File: src/rtl/chorus_tap_reader.sv
`default_nettype none
// ============================================================================
// Module   : chorus_tap_reader
// Purpose  : Chorus delay-line read controller. Optional fractional-delay
//            interpolation is enabled with `define CHORUS_INTERP_EN.
// Revision : 1.0 - initial release
// ============================================================================
module chorus_tap_reader #(
    parameter int MEM_WIDTH  = 16,
    parameter int MEM_DEPTH  = 16,
    parameter int BASE_DELAY = 1024,
    parameter int DEPTH_MAX  = 512,
    parameter int RD_LATENCY = 2
) (
    input  logic                 clk,
    input  logic                 resetn,
    input  logic                 sample_valid,
    input  logic [MEM_DEPTH-1:0] wr_addr,
    input  logic [15:0]          lfo_step,
    input  logic [MEM_DEPTH-1:0] mod_depth,
    output logic [MEM_DEPTH-1:0] addrb,
    input  logic [MEM_WIDTH-1:0] doutb,
    output logic [MEM_WIDTH-1:0] dout,
    output logic                 dout_valid,
    output logic                 busy,
    output logic                 overrun
);
    localparam int c_dly_w  = MEM_DEPTH + 2;
    localparam int c_prod_w = MEM_DEPTH + 15;
`ifdef CHORUS_INTERP_EN
    localparam int c_wait_last = RD_LATENCY;
`else
    localparam int c_wait_last = RD_LATENCY - 1;
`endif
    localparam int c_cnt_w = (c_wait_last < 1) ? 1 : $clog2(c_wait_last + 1);

    localparam logic [c_dly_w-1:0]   c_base      = c_dly_w'(BASE_DELAY);
    localparam logic [MEM_DEPTH-1:0] c_depth_max = MEM_DEPTH'(DEPTH_MAX);
    localparam logic [c_cnt_w-1:0]   c_cnt_last  = c_cnt_w'(c_wait_last);

    typedef enum logic [1:0] {
        S_IDLE = 2'd0,
        S_ADDR = 2'd1,
        S_WAIT = 2'd2,
        S_OUT  = 2'd3
    } state_t;

    state_t               state_q, state_d;
    logic [MEM_DEPTH-1:0] addrb_q, addrb_d;
    logic [MEM_DEPTH-1:0] fill_q, fill_d;
    logic [MEM_WIDTH-1:0] dout_q, dout_d;
    logic [15:0]          phase_q, phase_d;
    logic [c_cnt_w-1:0]   wcnt_q, wcnt_d;
    logic                 overrun_q, overrun_d;
    logic                 zero_q, zero_d;

    logic [14:0]          w_tri;
    logic [MEM_DEPTH-1:0] w_md;
    logic [MEM_DEPTH-1:0] w_ip;
    logic [c_prod_w-1:0]  w_prod;
    logic [c_dly_w-1:0]   w_delay;
    logic [c_dly_w-1:0]   w_warm;
    logic [MEM_DEPTH-1:0] w_addr;
    logic [MEM_WIDTH-1:0] w_wet;

    assign w_tri   = phase_q[15] ? ~phase_q[14:0] : phase_q[14:0];
    assign w_md    = (mod_depth > c_depth_max) ? c_depth_max : mod_depth;
    assign w_prod  = c_prod_w'(w_tri) * c_prod_w'(w_md);
    assign w_ip    = MEM_DEPTH'(w_prod >> 15);
    assign w_delay = c_base + c_dly_w'(w_ip);
    // Extra headroom bits keep the subtraction honest; the truncation is the modular wrap.
    assign w_addr  = MEM_DEPTH'({2'b00, wr_addr} - w_delay);

`ifdef CHORUS_INTERP_EN
    localparam int c_ext_w = MEM_WIDTH + 9;

    logic [7:0]                  frac_q, frac_d;
    logic signed [MEM_WIDTH-1:0] s0_q, s0_d;
    logic signed [c_ext_w-1:0]   w_s0x, w_s1x, w_step;

    // The second tap is one sample older, so warm-up needs one more stored sample.
    assign w_warm = w_delay + c_dly_w'(1);
    assign w_s0x  = c_ext_w'(s0_q);
    assign w_s1x  = c_ext_w'($signed(doutb));
    assign w_step = (w_s1x - w_s0x) * c_ext_w'($signed({1'b0, frac_q}));
    assign w_wet  = MEM_WIDTH'(w_s0x + (w_step >>> 8));
`else
    assign w_warm = w_delay;
    assign w_wet  = doutb;
`endif

    always_comb begin
        state_d   = state_q;
        addrb_d   = addrb_q;
        fill_d    = fill_q;
        dout_d    = dout_q;
        phase_d   = phase_q;
        wcnt_d    = wcnt_q;
        zero_d    = zero_q;
        overrun_d = overrun_q | (sample_valid && (state_q != S_IDLE));
`ifdef CHORUS_INTERP_EN
        frac_d    = frac_q;
        s0_d      = s0_q;
`endif
        case (state_q)
            S_IDLE: begin
                if (sample_valid) begin
                    addrb_d = w_addr;
                    phase_d = phase_q + lfo_step;
                    fill_d  = (&fill_q) ? fill_q : fill_q + MEM_DEPTH'(1);
                    zero_d  = ({2'b00, fill_q} < w_warm);
`ifdef CHORUS_INTERP_EN
                    frac_d  = 8'(w_prod >> 7);
`endif
                    state_d = S_ADDR;
                end
            end
            S_ADDR: begin
                wcnt_d  = '0;
`ifdef CHORUS_INTERP_EN
                addrb_d = addrb_q - MEM_DEPTH'(1);
`endif
                state_d = S_WAIT;
            end
            S_WAIT: begin
`ifdef CHORUS_INTERP_EN
                if (wcnt_q == c_cnt_w'(RD_LATENCY - 1)) begin
                    s0_d = $signed(doutb);
                end
`endif
                if (wcnt_q == c_cnt_last) begin
                    dout_d  = zero_q ? '0 : w_wet;
                    state_d = S_OUT;
                end else begin
                    wcnt_d = wcnt_q + c_cnt_w'(1);
                end
            end
            S_OUT: begin
                state_d = S_IDLE;
            end
            default: begin
                state_d = S_IDLE;
            end
        endcase
    end

    always_ff @(posedge clk or negedge resetn) begin
        if (!resetn) begin
            state_q   <= S_IDLE;
            addrb_q   <= '0;
            fill_q    <= '0;
            dout_q    <= '0;
            phase_q   <= '0;
            wcnt_q    <= '0;
            zero_q    <= 1'b0;
            overrun_q <= 1'b0;
`ifdef CHORUS_INTERP_EN
            frac_q    <= '0;
            s0_q      <= '0;
`endif
        end else begin
            state_q   <= state_d;
            addrb_q   <= addrb_d;
            fill_q    <= fill_d;
            dout_q    <= dout_d;
            phase_q   <= phase_d;
            wcnt_q    <= wcnt_d;
            zero_q    <= zero_d;
            overrun_q <= overrun_d;
`ifdef CHORUS_INTERP_EN
            frac_q    <= frac_d;
            s0_q      <= s0_d;
`endif
        end
    end

    assign addrb      = addrb_q;
    assign dout       = dout_q;
    assign dout_valid = (state_q == S_OUT);
    assign busy       = (state_q != S_IDLE);
    assign overrun    = overrun_q;

endmodule
`default_nettype wire

File: config.mk
export PLATFORM = sky130hd
export DESIGN_NAME = chorus_tap_reader
export DESIGN_NICKNAME = d
export VERILOG_FILES = /design/src/rtl/chorus_tap_reader.sv
export SDC_FILE = /design/constraint.sdc
export NUM_CORES = 1
export LEC_CHECK = 0
export ABC_CLOCK_PERIOD_IN_PS = 13200
export CORE_MARGIN = 2
export CORE_UTILIZATION = 60
export DETAILED_ROUTE_END_ITERATION = 7
export GPL_ROUTABILITY_DRIVEN = 0
export HOLD_SLACK_MARGIN = 0.15
export PLACE_DENSITY = 0.82
export SLEW_MARGIN = 20
export SYNTH_ARGS = -nofsm -noshare
export SYNTH_HDL_FRONTEND = slang
export SYNTH_SLANG_ARGS = --single-unit
File: constraint.sdc
create_clock -name clk -period 13.2 [get_ports clk]
set_input_delay 1.32 -clock clk [delete_from_list [all_inputs] [get_ports clk]]
set_output_delay 1.32 -clock clk [all_outputs]
set_load 0.1 [all_outputs]
* Word-level counts from Yosys, hierarchy flattened
Index checks and enable logic that the tools add are counted.
** Storage, ports and cells
- Word-level logic and storage cells :: 41
- Latch bits :: 0
- Output and inout port bits :: 35
- Bits in registers :: 69
- Memories :: 0
- Input bits :: 67
- Bits in writable memories :: 0
- Bits in read-only memories :: 0
** Operators by class
- Reduce and logical (&&, ||, !) cells :: 9
- $mul :: 1
- Multiplexer cells :: 8
- $add $sub $neg :: 5
- Bitwise gates (word level) :: 3
- Magnitude comparators :: 2
- Div/mod/pow operators :: 0
- Shift operators :: 0
- Eq/ne operators :: 5
** Operators with widths (number)
- 16-bit two-way mux :: 2
- 15-bit by 16-bit multiplier with 31-bit output :: 1
- 11-bit by 16-bit adder with 17-bit output (first input constant) :: 1
- 16-bit by 17-bit < comparator with 1-bit output :: 1
- 16-bit by 1-bit adder with 16-bit output (second input constant) :: 1
- 16-bit adder :: 1
- 16-bit by 10-bit greater-than comparator with 1-bit output (second input constant) :: 1
- 16-bit AND reduction :: 1
- 16-bit subtractor :: 1
- 15-bit two-way mux :: 1
- 15-bit inverter :: 1
- 2-bit case mux with 4 select lines :: 1
- 2-bit AND reduction :: 3
- 2-bit equality test (second input constant) :: 2
- 2-bit two-way mux :: 2
- 2-bit != test (second input constant) :: 2
- 2-bit nonzero test :: 2
- 3-bit AND reduction :: 1
- 2-bit by 1-bit equality test with 1-bit output (second input constant) :: 1
- 2-bit logical NOT :: 1
- 1-bit case mux with 2 select lines :: 1
- 1-bit adder (second input constant) :: 1
- 1-bit logical AND :: 1
- 1-bit two-way mux :: 1
- 2 further kinds :: 2

* Depth between registers and ports, before layout
- Depth in word-level cells :: 5
- Depth in mapped cells :: 41
- Mapped depth without buffers :: 39

* Worst setup path before layout
OpenSTA, ideal clock, no wires.
- Kind :: input -> register
- Start :: input port mod_depth[12]
- End :: register addrb_q[15], in the netlist addrb[15]
- Setup time :: 0.129 ns
- Path buffers :: 1
- Setup slack :: 3.196 ns
- Arrival :: 9.874 ns
- Cell stages on the path :: 32
- Required time :: 13.071 ns
- Cell sequence :: nor4_2 > nand2_1 > nor2_1 > clkbuf_1 > nand2_1 > or2_2 > fa_1 > fa_1 > inv_1 > fa_1 > fa_1 > fa_1 > inv_1 > fa_1 > inv_1 > ha_1 > nand2_1 > nor4_1 > o31ai_1 > and3_1 > o21ai_0 > a21oi_1 > xor2_1 > ha_1 > o41ai_1 > o21ai_1 > o41ai_1 > o21ai_0 > maj3_1 > maj3_1 > xnor3_1 > o21ai_1
** Between the ends
- Longest elaborated chain between the ends :: 5
** Ends and longest elaborated chain
- start, declared :: line 20 : input logic [MEM_DEPTH-1:0] mod_depth,
- 16-bit by 10-bit greater-than comparator with 1-bit output :: line 67 : assign w_md = (mod_depth > c_depth_max) ? c_depth_max : mod_depth;
- 16-bit two-way mux (*) :: line 67
- 15-bit by 16-bit multiplier with 31-bit output (*) :: line 68 : assign w_prod = c_prod_w'(w_tri) * c_prod_w'(w_md);
- 11-bit by 16-bit adder with 17-bit output (*) :: line 70 : assign w_delay = c_base + c_dly_w'(w_ip);
- 16-bit subtractor (*) :: line 72 : assign w_addr = MEM_DEPTH'({2'b00, wr_addr} - w_delay);
- end signal, assigned :: line 163 : addrb_q <= addrb_d;
- end, declared :: line 49 : logic [MEM_DEPTH-1:0] addrb_q, addrb_d;
Every way passes the cells marked *; elsewhere a longest branch is shown, timed or not.
A chain may end at the register's enable or synchronous reset.

* Worst setup path in the final report
- Start :: input port mod_depth[1]
- End :: register addrb_q[15], in the netlist addrb[15]
The elaborated chain is that of the path after synthesis.

==> summary.md <==
| Metric | Value |
|---|---|
| First-pass GRT wire length | `46,600 um` |
| Multiplexer share of the synthesized area | `0.00285` |
| Status | `complete, no violations` |
| Port Buf Inserts | `101` |
| GRT Residual Overflow | `0` |
| Final hold vios | `0` |
| Post-Synth XOR/XNOR Area | `0.0536` |
| Area Growth Syn to Fin | `16.5%` |
| Fill cells | `1,480` |
| Synth area leader | `fa_1` |
| Vias in the first global route | `9,986` |
| HP Class | `flop to flop` |
| Main combinational cell family by area after synthesis | `adder cells` |
| Die Height | `145 um` |
| Post-cts resize count | `0` |
| MaxCap Viol Count | `0` |
| DRT Pass-1 Iters | `5` |
| Crit end category | `flop` |
| Area share of fa/ha/maj cells after synthesis | `0.455` |
| Worst Max-Slew Pin Slew | `1150 ps` |
| Ys Warns | `0` |
| Layout cells sized above 1 | `0.0285` |
| Netlist cell types | `68` |
| Unrepaired setup endpoints after global routing | `false` |
| Multi-input logic area | `9480 um2` |
| Synth top cells by count | `inv_1, fa_1, nand2_1` |
| Number of vias per cell | `5.32` |
| Worst-path clk slew | `60 ps` |
| Synthesis-stage register bit count | `69` |
| CP required | `13,400 ps` |
| Max Root-Sink Buffers | `2` |
| Crit-path slowest cell | `nor2_2` |
| WL/cell | `15.4 um` |
| Layer with the highest usage | `met2` |
| Total number of vias | `9,428` |
| Post-synth top area share | `0.306` |
| Ys async rst share | `1.00` |
| Post-synthesis compound-gate area fraction | `0.107` |
| Min Tclk post-route | `11,320 ps` |
| Peak Freq | `88.3 MHz` |
| CTS Buf Count | `9` |
| Grt met3 use | `0.0414` |
| CP arrival | `11,520 ps` |
| Flip-flop and latch area | `1730 um2` |
| Drc violations | `0` |
| Ys flop type | `dfrtp_1` |
| Setup Buffers After CTS | `0` |
| Largest net degree at the start of global routing | `70` |
| Post-Synth Simple-Gate Area | `0.152` |
| Cells after Synth | `1,315` |
| Initial core utilization | `0.611` |
| Clock Skews | `7.81 ps` |
| Number of H-tree levels | `3` |
| Core region area | `19,400 um2` |
| Row count | `51` |
| Cts hold-fix bufs | `0` |
| Max incr delay on CP | `600 ps` |
| DRT Wirelength | `27,300 um` |
| Initial antenna violation count | `0` |
| GRT Util Overall | `0.285` |
| Setup violators final | `0` |
| Final worst-path cycle share | `0.858` |
| Clk_lat worst skew | `340 ps` |
| Initial DRC count | `555` |
| N_diodes | `0` |
| Post-DP HPWL | `23,100 um` |
| Most frequent cell after synthesis | `inv_1` |
| Area contributors post-synth | `fa_1, ha_1, dfrtp_1, inv_1, nand2_1` |
| Register area share after synthesis | `0.146` |
| Crit-path max FO | `23` |
| CTS tree | `built` |
| M2 GR Usage | `0.518` |
| Critical path class | `input pin to flop` |
| I/O Pins | `102` |
| Antenna-violating nets left | `0` |
| Global Route met1 Usage | `0.346` |
| Full die area | `20,900 um2` |
| Crit start category | `input pin` |
| Number of flops mapped to enable cells by yosys | `0` |
| Setup TNS | `0 ps` |
| CP dominant cell by count | `fa_1` |
| Slew Viols, Final | `0` |
| Rel. slew slack | `0.226` |
| Root buf cell | `clkbuf_16` |
| CTS Sinks | `69` |
| Layout Nets | `1,890` |
| Average size of a mapped cell | `9.02 um2` |
| Chip Width | `145 um` |
| Post-Syn Area | `11,900 um2` |
sequential cells by signal (all words and copies together), names as in the netlist:
| signal | flops |
|---|---|
| overrun | 1 |
| dout | 16 |
| zero_q | 1 |
| addrb | 16 |
| fill_q | 16 |
| phase_q | 16 |
| state_q | 2 |
| wcnt_q | 1 |
layout make-up:
type,instances,area share
sequential,69,0.125
timing repair buffer,108,0.0766
clock buffer,11,0.0183
multi-input combinational,1072,0.686
inverter,243,0.0660
clock inverter,4,0.00398
tap,265,0.0240
final timing paths:
check | startpoint | end | slack, ps | depth (start not counted)
max | mod_depth[1] | addrb[15] | 1880 | 32
min | overrun | overrun | 460 | 1
max reg2reg | phase_q[15] | addrb[15] | 3220 | 28
min reg2reg | overrun | overrun | 460 | 1
max in group asynchronous | resetn | addrb[1] | 11440 | 2
min in group asynchronous | resetn | dout[14] | 1190 | 2
logic make-up after synthesis:
family,after synthesis
AO/OA/AOI/OAI,197
XOR/XNOR,68
adder cells (fa/ha/maj),323
buffers and inverters,262
flip-flops,69
multiplexers,3
other,2
AND/OR/NAND/NOR,391
worst max-delay path: cells and delay by family:
| kind | cells | cell delay (ps) |
|---|---|---|
| AND/OR/NAND/NOR | 7 | 2390 |
| XOR/XNOR | 2 | 390 |
| AO/OA/AOI/OAI | 9 | 2170 |
| buffers and inverters | 4 | 710 |
| adder cells (fa/ha/maj) | 10 | 4520 |
placed cells by master, fill, tap and decap left out, types with 4 or more instances in the layout:
cell	count
o21ai_0	62
a21o_1	16
ha_1	139
nand2_1	139
conb_1	90
clkbuf_16	9
and3_1	14
buf_4	7
dfrtp_1	69
and2_1	11
a21boi_0	7
nand2b_1	26
nor4b_1	4
a211oi_1	7
nor2b_1	7
o211ai_1	4
a31oi_1	4
nor3_1	13
fa_1	181
nor2_1	123
inv_1	243
xnor2_1	41
nand3_1	21
clkdlybuf4s50_1	100
a21oi_1	38
o31ai_1	16
xor2_1	24
o21ai_1	6
o21a_1	9
nand4_1	7
layer usage:
metal  part of all wire  vias up  routed length [um]
li1                   -     4507                   -
met1               0.40     4602               10800
met2               0.53      257               14400
met3              0.043       62                1170
met4              0.033        0                 911
met5                  0        -                   0
metrics by stage:
stage	utilization	area (um2)	instances	hold slack, ps	setup WS (ps)
after floorplan	-	12200	1403	473	3200
after CTS	0.712	13800	1772	464	1550
final	0.712	13800	1772	463	1880
after global routing	0.712	13800	1772	491	1250
after detailed placement	0.696	13500	1757	446	1250
after global placement	0.696	13500	1757	440	1590
Power is not shown: default switching activity piles up to over one toggle a cycle in this logic, so the estimate is an artifact.
